**config.mk**
```make
export PLATFORM = sky130hd
export DESIGN_NAME = opu_accumulator
export DESIGN_NICKNAME = d
export VERILOG_FILES = /design/src/rtl/opu_accumulator.sv
export SDC_FILE = /design/constraint.sdc
export NUM_CORES = 1
export LEC_CHECK = 0
export BUFFER_PORTS_ARGS = -buffer_cell sky130_fd_sc_hd__clkbuf_2
export CORE_MARGIN = 8
export CORE_UTILIZATION = 45
export CTS_CLUSTER_SIZE = 25
export DETAILED_ROUTE_END_ITERATION = 8
export PLACE_DENSITY = 0.73
export REMOVE_ABC_BUFFERS = 1
export SYNTH_ARGS = -nofsm -noshare
export SYNTH_HDL_FRONTEND = slang
export SYNTH_SLANG_ARGS = --single-unit
```
**constraint.sdc**
```tcl
create_clock -name clk -period 4.8 [get_ports clk]
set_input_delay 0.96 -clock clk [delete_from_list [all_inputs] [get_ports clk]]
set_output_delay 0.96 -clock clk [all_outputs]
set_load 0.02 [all_outputs]
```
**src/rtl/opu_accumulator.sv**
```systemverilog
// opu_accumulator: accumulates packed signed products (2x16-bit or 4x8-bit lanes) into ACC_W-bit lanes.
// Optional macro OPU_ACC_SAT_EN selects clamping lane adders with an out_sat report; default is wrapping.
module opu_accumulator #(
    parameter int ACC_W = 24
) (
    input  logic               clk,
    input  logic               reset,
    input  logic [31:0]        in_p,
    input  logic               in_mode,
    input  logic               in_valid,
    input  logic               in_last,
    output logic               in_ready,
    output logic [4*ACC_W-1:0] out_acc,
    output logic               out_mode,
    output logic [7:0]         out_cnt,
    output logic               out_sat,
    output logic               out_valid,
    input  logic               out_ready
);

    typedef enum logic {GROUP_IDLE, GROUP_ACC} state_t;

    state_t           state;
    logic [ACC_W-1:0] acc  [4];
    logic [ACC_W-1:0] lane [4];
    logic [ACC_W-1:0] sum  [4];
    logic [7:0]       cnt;
    logic [7:0]       cnt_next;
    logic             mode_q;
    logic             cur_mode;
    logic             accept;

    assign in_ready = !out_valid || out_ready;
    assign accept   = in_valid && in_ready;
    // The first beat of a group decides the packing; later beats reuse the latched mode.
    assign cur_mode = (state == GROUP_IDLE) ? in_mode : mode_q;
    assign cnt_next = (cnt == 8'd255) ? cnt : cnt + 8'd1;

    always_comb begin
        for (int i = 0; i < 4; i++) begin
            lane[i] = '0;
        end
        if (cur_mode) begin
            for (int i = 0; i < 4; i++) begin
                lane[i] = {{(ACC_W-8){in_p[8*i+7]}}, in_p[8*i +: 8]};
            end
        end else begin
            lane[0] = {{(ACC_W-16){in_p[15]}}, in_p[15:0]};
            lane[1] = {{(ACC_W-16){in_p[31]}}, in_p[31:16]};
        end
    end

`ifdef OPU_ACC_SAT_EN
    logic [ACC_W:0] wide [4];
    logic           beat_sat;
    logic           group_sat;
    logic           sat_q;

    // One guard bit per lane: overflow shows up as the top two bits disagreeing.
    always_comb begin
        beat_sat = 1'b0;
        for (int i = 0; i < 4; i++) begin
            wide[i] = {acc[i][ACC_W-1], acc[i]} + {lane[i][ACC_W-1], lane[i]};
            sum[i]  = wide[i][ACC_W-1:0];
            if (wide[i][ACC_W] != wide[i][ACC_W-1]) begin
                sum[i]   = wide[i][ACC_W] ? {1'b1, {(ACC_W-1){1'b0}}} : {1'b0, {(ACC_W-1){1'b1}}};
                beat_sat = 1'b1;
            end
        end
    end

    assign group_sat = sat_q || beat_sat;

    always_ff @(posedge clk) begin
        if (reset) begin
            sat_q   <= 1'b0;
            out_sat <= 1'b0;
        end else if (accept) begin
            if (in_last) begin
                sat_q   <= 1'b0;
                out_sat <= group_sat;
            end else begin
                sat_q   <= group_sat;
            end
        end
    end
`else
    always_comb begin
        for (int i = 0; i < 4; i++) begin
            sum[i] = acc[i] + lane[i];
        end
    end

    assign out_sat = 1'b0;
`endif

    // A completing beat loads the result registers and clears the group in the same edge,
    // so a fresh group can start on the very next cycle.
    always_ff @(posedge clk) begin
        if (reset) begin
            state     <= GROUP_IDLE;
            for (int i = 0; i < 4; i++) begin
                acc[i] <= '0;
            end
            cnt       <= 8'd0;
            mode_q    <= 1'b0;
            out_acc   <= '0;
            out_mode  <= 1'b0;
            out_cnt   <= 8'd0;
            out_valid <= 1'b0;
        end else begin
            if (out_valid && out_ready) begin
                out_valid <= 1'b0;
            end
            if (accept) begin
                if (in_last) begin
                    for (int i = 0; i < 4; i++) begin
                        out_acc[i*ACC_W +: ACC_W] <= sum[i];
                        acc[i]                    <= '0;
                    end
                    out_mode  <= cur_mode;
                    out_cnt   <= cnt_next;
                    out_valid <= 1'b1;
                    cnt       <= 8'd0;
                    mode_q    <= 1'b0;
                    state     <= GROUP_IDLE;
                end else begin
                    for (int i = 0; i < 4; i++) begin
                        acc[i] <= sum[i];
                    end
                    cnt    <= cnt_next;
                    mode_q <= cur_mode;
                    state  <= GROUP_ACC;
                end
            end
        end
    end

endmodule

```
# Yosys cells after proc, flatten, opt, wreduce, memory -nomap -nowiden
# Memories as Yosys holds them, arrays and structs flattened.
# Index checks and enable logic that the tools add are counted.
[totals]
regBits = 116
mem_bits_rw = 96
inputBits = 38
word_cells = 54
n_memories = 1
[memory_table]
columns = ["name", "words", "width", "rd", "rd_ports_with_merged_regs", "write_ports", "line", "text"]
rows = [
  ["acc", 4, 24, 4, 0, 4, "24", "logic [ACC_W-1:0] acc [4];"],
]
[classes]
addsub = 5
eq_ne = 1
muxes = 27
n_bitwise = 8
reduce_logical = 5
[ops]
columns = ["op", "n"]
rows = [
  ["24-bit two-way mux", 8],
  ["24-bit adder", 4],
  ["48-bit two-way mux", 2],
  ["8-bit two-way mux", 2],
  ["1-bit two-way mux", 15],
  ["8-bit by 1-bit adder with 8-bit output, second input constant", 1],
  ["8-bit equality test, second input constant", 1],
  ["1-bit OR", 8],
  ["1-bit logical AND", 2],
  ["2-bit AND reduction", 1],
  ["1-bit logical NOT", 1],
  ["1-bit logical OR", 1],
]

# Logic depth before layout (Yosys ltp)
# Gate-level depths: netlist of run 1.
[logic_depth]
depth_word = 8
depth_mapped = 16
depth_no_buf = 14

# Least setup slack after synthesis of run 1
# Ideal clock, no wire load.
[synth_path]
path_kind = "input to register"
start = "input in_mode"
end = "memory acc[3][14] (data pin)"
arrival_ps = 3837
required_time_ps = 4534
slack_ps = 697
cell_stages = 15
path_cell_list = "mux2_4 buf_2 clkbuf_1 and2_1 ha_1 fa_1 a211oi_1 nor2_1 o22a_1 buf_2 or3_1 nor3_1 nor2_1 xor2_1 nor2_1"
[synth_rtl]
columns = ["element", "line", "text"]
rows = [
  ["from (decl)", "9", "input logic in_mode,"],
  ["to (decl)", "24", ""],
]

==> flow_summary.html, run 1 <==
<table>
<tr><th>Metric</th><th>Value</th></tr>
<tr><th colspan="2">Timing</th></tr>
<tr><td>Relative max-transition margin</td><td>a little under a quarter</td></tr>
<tr><td>Final worst-path cycle share</td><td>78.0%</td></tr>
<tr><td>Clock period minus final worst setup slack</td><td>around 3.7 ns</td></tr>
<tr><td>Least-Margin Pin Slew</td><td>roughly 1.1 ns</td></tr>
<tr><td>Clock skew after layout</td><td>roughly 0.02 ns</td></tr>
<tr><td>Number of slew-limit violations in the final report</td><td>0</td></tr>
<tr><td>Final setup violation count</td><td>0</td></tr>
<tr><td>RSZ-0062 raised after global routing</td><td>false</td></tr>
<tr><td>Hold violation count in the final report</td><td>0</td></tr>
<tr><td>Maximum clock frequency</td><td>0.267 GHz</td></tr>
<tr><td>Least setup slack across all paths after layout</td><td>~1.1 ns</td></tr>
<tr><th colspan="2">Min path</th></tr>
<tr><td>Type of the worst min-delay path</td><td>reg -&gt; reg</td></tr>
<tr><th colspan="2">Power</th></tr>
<tr><td>Reported net switching power</td><td>0.00153 W</td></tr>
<tr><td>Share of total power in sequential cells</td><td>41.2%</td></tr>
<tr><td>Static Leak</td><td>slightly below 6 nW</td></tr>
<tr><td>Worst IR drop on VDD</td><td>roughly 0.00023 V</td></tr>
<tr><td>Power density over the cells</td><td>around 360 nW/um2</td></tr>
<tr><td>Sw Ratio</td><td>30.6%</td></tr>
<tr><td>Design internal power</td><td>0.00347 W</td></tr>
<tr><td>Share of total power in the clock network</td><td>a little under two fifths</td></tr>
<tr><td>Relative contribution of combinational cells to total power</td><td>22.0%</td></tr>
<tr><th colspan="2">Final layout</th></tr>
<tr><td>Final instance area</td><td>14000 um2</td></tr>
<tr><td>Number of filler cells placed in the layout</td><td>between 2000 and 3000</td></tr>
<tr><td>Leading cell types in the layout, fill and taps excluded</td><td>sky130_fd_sc_hd__nand2_1 (210), sky130_fd_sc_hd__nor2_1 (178), sky130_fd_sc_hd__clkbuf_2 (143), sky130_fd_sc_hd__dfxtp_1 (140), sky130_fd_sc_hd__a21oi_1 (128)</td></tr>
<tr><td>Post-synthesis to final-layout area growth</td><td>14.2%</td></tr>
<tr><td>Most common cell after layout, fill and taps aside</td><td>sky130_fd_sc_hd__nand2_1</td></tr>
<tr><td>Antenna cells</td><td>0</td></tr>
<tr><td>Final #Nets</td><td>between 1500 and 2000</td></tr>
<tr><td>Fraction of final layout cells with drive strength greater than 1</td><td>between 10 and 15%</td></tr>
<tr><td>Utilization after layout</td><td>between 50% and 60%</td></tr>
<tr><th colspan="2">Clock tree</th></tr>
<tr><td>Source-to-sink clock delay at the later pin of the worst-skew pair</td><td>~0.53 ns</td></tr>
<tr><td>Root buffer cell</td><td>sky130_fd_sc_hd__clkbuf_16</td></tr>
<tr><td>Clock transition at the registers of the reported paths</td><td>about 0.060 ns</td></tr>
<tr><td>CTS resizes</td><td>0</td></tr>
<tr><td>Maximum number of buffers from clock root to sink</td><td>3</td></tr>
<tr><td>Post-cts hold buffer count</td><td>0</td></tr>
<tr><td>Clock sink count</td><td>~210</td></tr>
<tr><td>TritonCTS clock tree</td><td>built</td></tr>
<tr><td>CTS HTree Levels</td><td>1</td></tr>
<tr><td>Setup repair bufs after CTS</td><td>0</td></tr>
<tr><td>Clock buffer count from CTS</td><td>24</td></tr>
<tr><th colspan="2">Yosys</th></tr>
<tr><td>Seq/Total Area, Yosys</td><td>approximately two fifths</td></tr>
<tr><td>Synthesis Warnings</td><td>0</td></tr>
<tr><td>Synth async-reset ratio</td><td>0%</td></tr>
<tr><td>Most common flop cell mapped by yosys</td><td>sky130_fd_sc_hd__dfxtp_1</td></tr>
<tr><td>Total of flip-flops plus latches after synthesis</td><td>around 210</td></tr>
<tr><td>Post-Synth Adder-Cell Area</td><td>6.89%</td></tr>
<tr><td>Number of enable-type register cells in the synthesized netlist</td><td>slightly above 70</td></tr>
<tr><td>Synthesized-area fraction occupied by ao, oa, aoi and oai cells</td><td>between 10% and 20%</td></tr>
<tr><td>Fraction of the mapped netlist area in simple logic gates</td><td>between 20% and 30%</td></tr>
<tr><td>Parity-gate share of the synthesized area counting xor and xnor cells</td><td>under 10%</td></tr>
<tr><td>Largest family of logic cells by synthesized area</td><td>simple AND/OR/NAND/NOR gates</td></tr>
<tr><td>Number of distinct standard cells referenced by the synthesized netlist</td><td>79</td></tr>
<tr><td>Number of standard cells after synthesis</td><td>1452</td></tr>
<tr><td>Summed instance area of the synthesized netlist</td><td>roughly 12000 um2</td></tr>
<tr><td>Multiplexer share of the synthesized area</td><td>1.06%</td></tr>
<tr><td>Mean instance size in the synthesized netlist</td><td>8.42 um2</td></tr>
<tr><th colspan="2">Drt</th></tr>
<tr><td>Vias/cell</td><td>roughly 5.7</td></tr>
<tr><td>Post-route DRC</td><td>0</td></tr>
<tr><td>Initial DRC count</td><td>750</td></tr>
<tr><td>Met3 WL</td><td>~2.3 mm</td></tr>
<tr><td>Drt pass-1 iters</td><td>5</td></tr>
<tr><td>Via count</td><td>10907</td></tr>
<tr><td>Number of nets with antenna violations after detailed routing</td><td>0</td></tr>
<tr><td>Wire length per cell after detailed routing</td><td>about 18 um</td></tr>
<tr><td>Uppermost routed layer</td><td>met5</td></tr>
<tr><td>DRT Wirelength</td><td>35.1 mm</td></tr>
<tr><td>Sum of met2 wire segment lengths after detailed routing</td><td>~16 mm</td></tr>
<tr><td>Met1 wire length</td><td>roughly 16 mm</td></tr>
<tr><th colspan="2">Placement</th></tr>
<tr><td>Instance area after placement</td><td>around 13000 um2</td></tr>
<tr><td>Hpwl dp</td><td>approximately 25 mm</td></tr>
<tr><td>Final GP Congestion</td><td>between 0.8 and 0.9</td></tr>
<tr><td>Number of buffers added on ports</td><td>144</td></tr>
<tr><td>Worst setup slack after placement</td><td>around 0.52 ns</td></tr>
<tr><th colspan="2">Critical path</th></tr>
<tr><td>Type of the worst setup path</td><td>in -&gt; reg</td></tr>
<tr><td>Crit start category</td><td>input pin</td></tr>
<tr><td>Arrival @ worst endpoint</td><td>~4.0 ns</td></tr>
<tr><td>Type of element capturing the critical path</td><td>register</td></tr>
<tr><td>Endpoint required time on the critical path</td><td>5.06 ns</td></tr>
<tr><td>Worst Path Max Fanout</td><td>35</td></tr>
<tr><th colspan="2">Global routing</th></tr>
<tr><td>GRT Overall Usage</td><td>a little over 20%</td></tr>
<tr><td>Wire length of the first global-routing pass</td><td>56.0 mm</td></tr>
<tr><td>Largest net degree at the start of global routing</td><td>54</td></tr>
<tr><td>Vias in the first global route</td><td>roughly 10000</td></tr>
<tr><td>Initial antenna violation count</td><td>1</td></tr>
<tr><td>Aggregate global routing overflow</td><td>0</td></tr>
<tr><th colspan="2">Run status</th></tr>
<tr><td>Run status</td><td>finished, final reports clean</td></tr>
<tr><th colspan="2">Floorplanning</th></tr>
<tr><td>Initial Utilization</td><td>45.6%</td></tr>
<tr><td>Core Box Area</td><td>~27000 um2</td></tr>
<tr><td>Die outline width</td><td>about 180 um</td></tr>
<tr><td>Placement Rows</td><td>60</td></tr>
<tr><td>Overall die area</td><td>about 33000 um2</td></tr>
<tr><td>Number of top-level pins</td><td>146</td></tr>
<tr><td>Die Span Y</td><td>181 um</td></tr>
<tr><th colspan="2">Run</th></tr>
<tr><td>Max-cap violations</td><td>0</td></tr>
</table>
[kinds of logic (layout without fill, tap and decap cells)]
group | after synthesis | count (layout)
xor gates and xnor gates | 101 | 101
and+or+nand+nor | 589 | 589
AOI/OAI and AO/OA | 365 | 365
buffers and inverters | 107 | 220
adders and majority gates | 65 | 65
muxes | 12 | 12
other | 1 | 1
DFF | 212 | 212
[state kept, by name (all words and copies together) (netlist names)]
signal     flops
acc           96
out_acc       96
cnt            8
out_cnt        8
mode_q         1
out_mode       1
out_valid      1
state          1
[worst max-delay path: stages]
cell and delay, ns:
sky130_fd_sc_hd__clkbuf_2 0.11, sky130_fd_sc_hd__mux2_4 0.43, sky130_fd_sc_hd__nand2_1 0.26, sky130_fd_sc_hd__nand2_1 0.30, sky130_fd_sc_hd__ha_1 0.49, sky130_fd_sc_hd__a21o_1 0.21
sky130_fd_sc_hd__a21o_1 0.17, sky130_fd_sc_hd__a21oi_1 0.27, sky130_fd_sc_hd__nor2b_1 0.08, sky130_fd_sc_hd__o21a_1 0.18, sky130_fd_sc_hd__a211oi_2 0.29, sky130_fd_sc_hd__xor2_1 0.17
sky130_fd_sc_hd__nor2_1 0.06
[routing by layer]
metal | up-vias | track usage (%)
li1 | 5338 | -
met1 | 5182 | 27.9
met2 | 335 | 33.8
met3 | 50 | 4.03
met4 | 2 | 4.83
met5 | - | 0
[synthesized netlist by cell type (4+ instances only)]
cell type | instances | share of area [%]
sky130_fd_sc_hd__nand2_1 | 211 | 6.5
sky130_fd_sc_hd__nor2_1 | 180 | 5.5
sky130_fd_sc_hd__dfxtp_1 | 140 | 23
sky130_fd_sc_hd__a21oi_1 | 128 | 5.2
sky130_fd_sc_hd__clkbuf_1 | 73 | 2.2
sky130_fd_sc_hd__edfxtp_1 | 72 | 18
sky130_fd_sc_hd__o21ai_0 | 72 | 2.9
sky130_fd_sc_hd__ha_1 | 61 | 6.2
sky130_fd_sc_hd__xnor2_1 | 54 | 3.9
sky130_fd_sc_hd__xor2_1 | 47 | 3.4
sky130_fd_sc_hd__and2_1 | 42 | 2.1
sky130_fd_sc_hd__nand3_1 | 33 | 1.4
sky130_fd_sc_hd__a211oi_1 | 28 | 1.7
sky130_fd_sc_hd__a21o_1 | 27 | 1.7
sky130_fd_sc_hd__and3_1 | 20 | 1.0
sky130_fd_sc_hd__nor3_1 | 20 | 0.82
sky130_fd_sc_hd__or3_1 | 20 | 1.0
sky130_fd_sc_hd__nand4_1 | 19 | 0.97
sky130_fd_sc_hd__a22o_1 | 16 | 1.1
sky130_fd_sc_hd__inv_1 | 15 | 0.46
sky130_fd_sc_hd__a31oi_1 | 13 | 0.66
sky130_fd_sc_hd__nor4_1 | 12 | 0.61
sky130_fd_sc_hd__o211ai_1 | 11 | 0.68
sky130_fd_sc_hd__mux2i_1 | 9 | 0.74
sky130_fd_sc_hd__nand2b_1 | 9 | 0.46
sky130_fd_sc_hd__buf_1 | 8 | 0.25
sky130_fd_sc_hd__buf_2 | 8 | 0.33
sky130_fd_sc_hd__nor2b_1 | 8 | 0.41
sky130_fd_sc_hd__o21ai_1 | 8 | 0.33
sky130_fd_sc_hd__o21a_1 | 6 | 0.37
sky130_fd_sc_hd__a22oi_1 | 5 | 0.31
sky130_fd_sc_hd__fa_1 | 4 | 0.65
[power groups by stage]
stage / Sequential, W / Combinational [W] / Clock [W]
floorplan: 0.00215 / 0.000705 / 0
global placement: 0.00210 / 0.00108 / 0
detailed placement: 0.00210 / 0.00109 / 0
CTS: 0.00206 / 0.00110 / 0.00188
global route: 0.00208 / 0.00122 / 0.00194
finish: 0.00206 / 0.00110 / 0.00184
[layout make-up]
class / count / area [um2] / share of cell area (%)
clock inverters: 7 / 42.5 / 0.304
inverters: 16 / 60.1 / 0.430
flip-flops and latches: 212 / 4960 / 35.5
multi-input cells: 1133 / 6870 / 49.2
repair buffers: 161 / 848 / 6.07
clock buffers: 36 / 759 / 5.44
well taps: 341 / 427 / 3.05
[through the flow]
step / hold slack, ns / setup TNS, ns / power, W / instances
after CTS: 0.453 / 0 / 0.00504 / 1906
after floorplan: 0.441 / -10.73 / 0.00285 / 1361
after detailed placement: 0.443 / 0 / 0.00319 / 1863
after global placement: 0.438 / 0 / 0.00318 / 1863
after global routing: 0.462 / 0 / 0.00523 / 1906
final: 0.449 / 0 / 0.00501 / 1906
[worst paths after layout]
kind	startpoint	to	slack, ns	cells past startpoint
max reg2reg	state	acc[0][21]	1.11	12
max	in_mode	acc[0][21]	1.06	13
min	out_acc[57]	out_acc[57]	0.45	2
min reg2reg	out_acc[57]	out_acc[57]	0.45	2
(Power assumes the default switching activity.)
==> run 2: changes to the inputs <==
Settings changed: PLACE_DENSITY 0.73 to 0.76.
Clock period 4.8 ns to 3.34 ns, I/O delays scaled along.
==> flow_summary.html, run 2 (synthesized netlist as in run 1, its figures left out) <==
<table>
<tr><th>Metric</th><th>Value</th></tr>
<tr><th colspan="2">Drt</th></tr>
<tr><td>Via count</td><td>11570 (was 10907)</td></tr>
<tr><td>Vias/cell</td><td>5.63 (was 5.72)</td></tr>
<tr><td>Post-route DRC</td><td>0 (unchanged)</td></tr>
<tr><td>DRT Wirelength</td><td>37.3 mm (was 35.1 mm)</td></tr>
<tr><td>Drt pass-1 iters</td><td>5 (unchanged)</td></tr>
<tr><td>Initial DRC count</td><td>812 (was 750)</td></tr>
<tr><td>Number of nets with antenna violations after detailed routing</td><td>0 (unchanged)</td></tr>
<tr><td>Wire length per cell after detailed routing</td><td>18.2 um (was 18.4 um)</td></tr>
<tr><th colspan="2">Timing</th></tr>
<tr><td>Clock skew after layout</td><td>0.0193 ns (was 0.0203 ns)</td></tr>
<tr><td>Fin Hold WS</td><td>0.441 ns (was 0.449 ns)</td></tr>
<tr><td>Relative max-transition margin</td><td>49.8% (was 23.4%)</td></tr>
<tr><td>Hold violation count in the final report</td><td>0 (unchanged)</td></tr>
<tr><td>Number of slew-limit violations in the final report</td><td>0 (unchanged)</td></tr>
<tr><td>Maximum clock frequency</td><td>just over 0.3 GHz</td></tr>
<tr><td>Final setup violation count</td><td>0 (unchanged)</td></tr>
<tr><td>Least-Margin Pin Slew</td><td>0.753 ns (was 1.15 ns)</td></tr>
<tr><td>RSZ-0062 raised after global routing</td><td>true (was false)</td></tr>
<tr><td>Clock period minus final worst setup slack</td><td>between 3 and 4 ns</td></tr>
<tr><td>Final worst-path cycle share</td><td>about 97%</td></tr>
<tr><th colspan="2">Critical path</th></tr>
<tr><td>Max stage delay cell, worst path</td><td>sky130_fd_sc_hd__or4_4 (was sky130_fd_sc_hd__ha_1)</td></tr>
<tr><td>Worst Path Max Fanout</td><td>7 (was 35)</td></tr>
<tr><td>Critical Path Max Stage Delay</td><td>0.57 ns (was 0.49 ns)</td></tr>
<tr><td>Arrival @ worst endpoint</td><td>3.49 ns (was 4.00 ns)</td></tr>
<tr><td>Type of the worst setup path</td><td>reg -&gt; reg (was in -&gt; reg)</td></tr>
<tr><td>Endpoint required time on the critical path</td><td>3.59 ns (was 5.06 ns)</td></tr>
<tr><td>Crit start category</td><td>register (was input pin)</td></tr>
<tr><td>Critical Path, Cell by Cell</td><td>mux2i_4 &gt; buf_4 &gt; nand2_1 &gt; nand2_1 &gt; ha_1 &gt; a21oi_1 &gt; nor2_1 &gt; o31a_1 &gt; or4_4 &gt; a31oi_4 &gt; a21oi_1 &gt; xnor2_1 &gt; nor2_1 (was clkbuf_2 &gt; mux2_4 &gt; nand2_1 &gt; nand2_1 &gt; ha_1 &gt; a21o_1 &gt; a21o_1 &gt; a21oi_1 &gt; nor2b_1 &gt; o21a_1 &gt; a211oi_2 &gt; xor2_1 &gt; nor2_1)</td></tr>
<tr><td>Type of element capturing the critical path</td><td>register (unchanged)</td></tr>
<tr><th colspan="2">Placement</th></tr>
<tr><td>Dpl cells</td><td>2011 (was 1863)</td></tr>
<tr><td>Hpwl dp</td><td>27.2 mm (was 25.3 mm)</td></tr>
<tr><td>Number of buffers added on ports</td><td>144 (unchanged)</td></tr>
<tr><td>Final GP Congestion</td><td>0.944 (was 0.900)</td></tr>
<tr><th colspan="2">Floorplanning</th></tr>
<tr><td>Placement Rows</td><td>60 (unchanged)</td></tr>
<tr><td>Number of top-level pins</td><td>146 (unchanged)</td></tr>
<tr><td>Overall die area</td><td>32700 um2 (unchanged)</td></tr>
<tr><td>Initial Utilization</td><td>45.6% (unchanged)</td></tr>
<tr><td>Die outline width</td><td>181 um (unchanged)</td></tr>
<tr><td>Die Span Y</td><td>181 um (unchanged)</td></tr>
<tr><td>Core Box Area</td><td>26800 um2 (unchanged)</td></tr>
<tr><th colspan="2">Global routing</th></tr>
<tr><td>Initial antenna violation count</td><td>6 (was 1)</td></tr>
<tr><td>Aggregate global routing overflow</td><td>0 (unchanged)</td></tr>
<tr><td>Largest net degree at the start of global routing</td><td>63 (was 54)</td></tr>
<tr><td>GRT Overall Usage</td><td>21.9% (was 20.7%)</td></tr>
<tr><td>Wire length of the first global-routing pass</td><td>59.4 mm (was 56.0 mm)</td></tr>
<tr><td>Vias in the first global route</td><td>11421 (was 10495)</td></tr>
<tr><th colspan="2">Clock tree</th></tr>
<tr><td>Source-to-sink clock delay at the later pin of the worst-skew pair</td><td>0.53 ns (about the same)</td></tr>
<tr><td>Clock transition at the registers of the reported paths</td><td>0.06 ns (about the same)</td></tr>
<tr><td>Clock sink count</td><td>212 (unchanged)</td></tr>
<tr><td>Post-cts hold buffer count</td><td>0 (unchanged)</td></tr>
<tr><td>CTS HTree Levels</td><td>1 (unchanged)</td></tr>
<tr><td>TritonCTS clock tree</td><td>built (unchanged)</td></tr>
<tr><td>Root buffer cell</td><td>sky130_fd_sc_hd__clkbuf_16 (unchanged)</td></tr>
<tr><td>Clock buffer count from CTS</td><td>23 (was 24)</td></tr>
<tr><td>Maximum number of buffers from clock root to sink</td><td>3 (unchanged)</td></tr>
<tr><th colspan="2">Run status</th></tr>
<tr><td>Run status</td><td>finished, final reports clean (unchanged)</td></tr>
<tr><th colspan="2">Power</th></tr>
<tr><td>Share of total power in the clock network</td><td>33.9% (was 36.8%)</td></tr>
<tr><td>Reported net switching power</td><td>0.00228 W (was 0.00153 W)</td></tr>
<tr><td>Sw Ratio</td><td>31.0% (was 30.6%)</td></tr>
<tr><td>Static Leak</td><td>6.64 nW (was 5.90 nW)</td></tr>
<tr><td>Share of total power in sequential cells</td><td>40.2% (was 41.2%)</td></tr>
<tr><td>Worst IR drop on VDD</td><td>0.000366 V (was 0.000233 V)</td></tr>
<tr><td>Power density over the cells</td><td>484 nW/um2 (was 358 nW/um2)</td></tr>
<tr><td>Relative contribution of combinational cells to total power</td><td>26.0% (was 22.0%)</td></tr>
<tr><td>Design internal power</td><td>0.00508 W (was 0.00347 W)</td></tr>
<tr><th colspan="2">Final layout</th></tr>
<tr><td>Post-synthesis to final-layout area growth</td><td>24.4% (was 14.2%)</td></tr>
<tr><td>Most common cell after layout, fill and taps aside</td><td>sky130_fd_sc_hd__nand2_1 (unchanged)</td></tr>
<tr><td>Final Instance Count excl. Fillers</td><td>2055 (was 1906)</td></tr>
<tr><td>Largest registers</td><td>acc: 96 flops, out_acc: 96 flops (unchanged)</td></tr>
<tr><td>Leading cell types in the layout, fill and taps excluded</td><td>sky130_fd_sc_hd__nand2_1 (207), sky130_fd_sc_hd__nor2_1 (177), sky130_fd_sc_hd__buf_4 (162), sky130_fd_sc_hd__clkbuf_2 (143), sky130_fd_sc_hd__dfxtp_1 (139) (was sky130_fd_sc_hd__nand2_1 (210), sky130_fd_sc_hd__nor2_1 (178), sky130_fd_sc_hd__clkbuf_2 (143), sky130_fd_sc_hd__dfxtp_1 (140), sky130_fd_sc_hd__a21oi_1 (128))</td></tr>
<tr><td>Final #Nets</td><td>1799 (was 1651)</td></tr>
<tr><td>Fraction of final layout cells with drive strength greater than 1</td><td>22.9% (was 13.9%)</td></tr>
<tr><th colspan="2">Min path</th></tr>
<tr><td>Type of the worst min-delay path</td><td>reg -&gt; reg (unchanged)</td></tr>
<tr><th colspan="2">Run</th></tr>
<tr><td>Max-cap violations</td><td>0 (unchanged)</td></tr>
</table>
-- run 2: through the flow --
step / TNS [ns] / total power (W) / cell area (um2) / worst slack (ns) / util, %
finish: 0 / 0.00737 / 15200 / 0.101 / 56.8
CTS: 0 / 0.00737 / 15100 / 0.000146 / 56.2
global route: -0.0158 / 0.00770 / 15200 / -0.00928 / 56.8
floorplan: -73.50 / 0.00410 / 11900 / -1.55 / -
detailed placement: -15.62 / 0.00486 / 14300 / -0.391 / 53.4
global placement: -10.76 / 0.00482 / 14300 / -0.324 / 53.4
-- run 2: repair_timing --
| action | in CTS | in global routing |
|---|---|---|
| cloned | 0 | 0 |
| pin swaps | 0 | 11 |
| buffers inserted | 0 | 1 |
| endpoints found under the setup margin | 13 | 57 |
| resized for setup | 4 | 32 |
-- run 2: routing by layer --
layer	wire, um	global-route usage, %	share of wire (%)
met5	68	0	0.18
met4	999	5.85	2.7
met3	2860	5.04	7.7
met2	17400	37.6	47
met1	16000	27.2	43
-- run 2: power groups by stage --
| stage | clock [W] | combinational (W) | sequential [W] |
|---|---|---|---|
| 2_1_floorplan | 0 | 0.00101 | 0.00308 |
| 3_3_place_gp | 0 | 0.00181 | 0.00301 |
| 3_5_place_dp | 0 | 0.00185 | 0.00301 |
| 4_1_cts | 0.00254 | 0.00187 | 0.00296 |
| 5_1_grt | 0.00263 | 0.00210 | 0.00298 |
| 6_report | 0.00249 | 0.00191 | 0.00296 |
-- run 2: worst max-delay path, delay by kind of cell (launching register included) --
kind / cells / cell delay, ns
simple gates: 5 / 0.84
compound gates: 4 / 0.71
flops: 1 / 0.38
mux: 1 / 0.36
buf+inv: 1 / 0.24
fa+ha+maj: 1 / 0.23
xor+xnor: 1 / 0.21
-- run 2: cell type report --
type | instances | area (um2)
inverter | 16 | 60.1
sequential | 212 | 4970
multi-input combinational | 1133 | 7010
clock inverter | 7 | 43.8
antenna | 1 | 2.50
tap | 341 | 427
clock buffer | 35 | 692
fill | 2438 | 11600
timing repair buffer | 310 | 2010
-- run 2: worst paths after layout --
| check | startpoint | endpoint | slack [ns] | cells after the start |
|---|---|---|---|---|
| worst max-delay path | state | acc[1][21] | 0.10 | 13 |
| worst min-delay path | out_acc[91] | out_acc[91] | 0.44 | 2 |
| worst max register to register | state | acc[1][21] | 0.10 | 13 |
| worst min register to register | out_acc[91] | out_acc[91] | 0.44 | 2 |
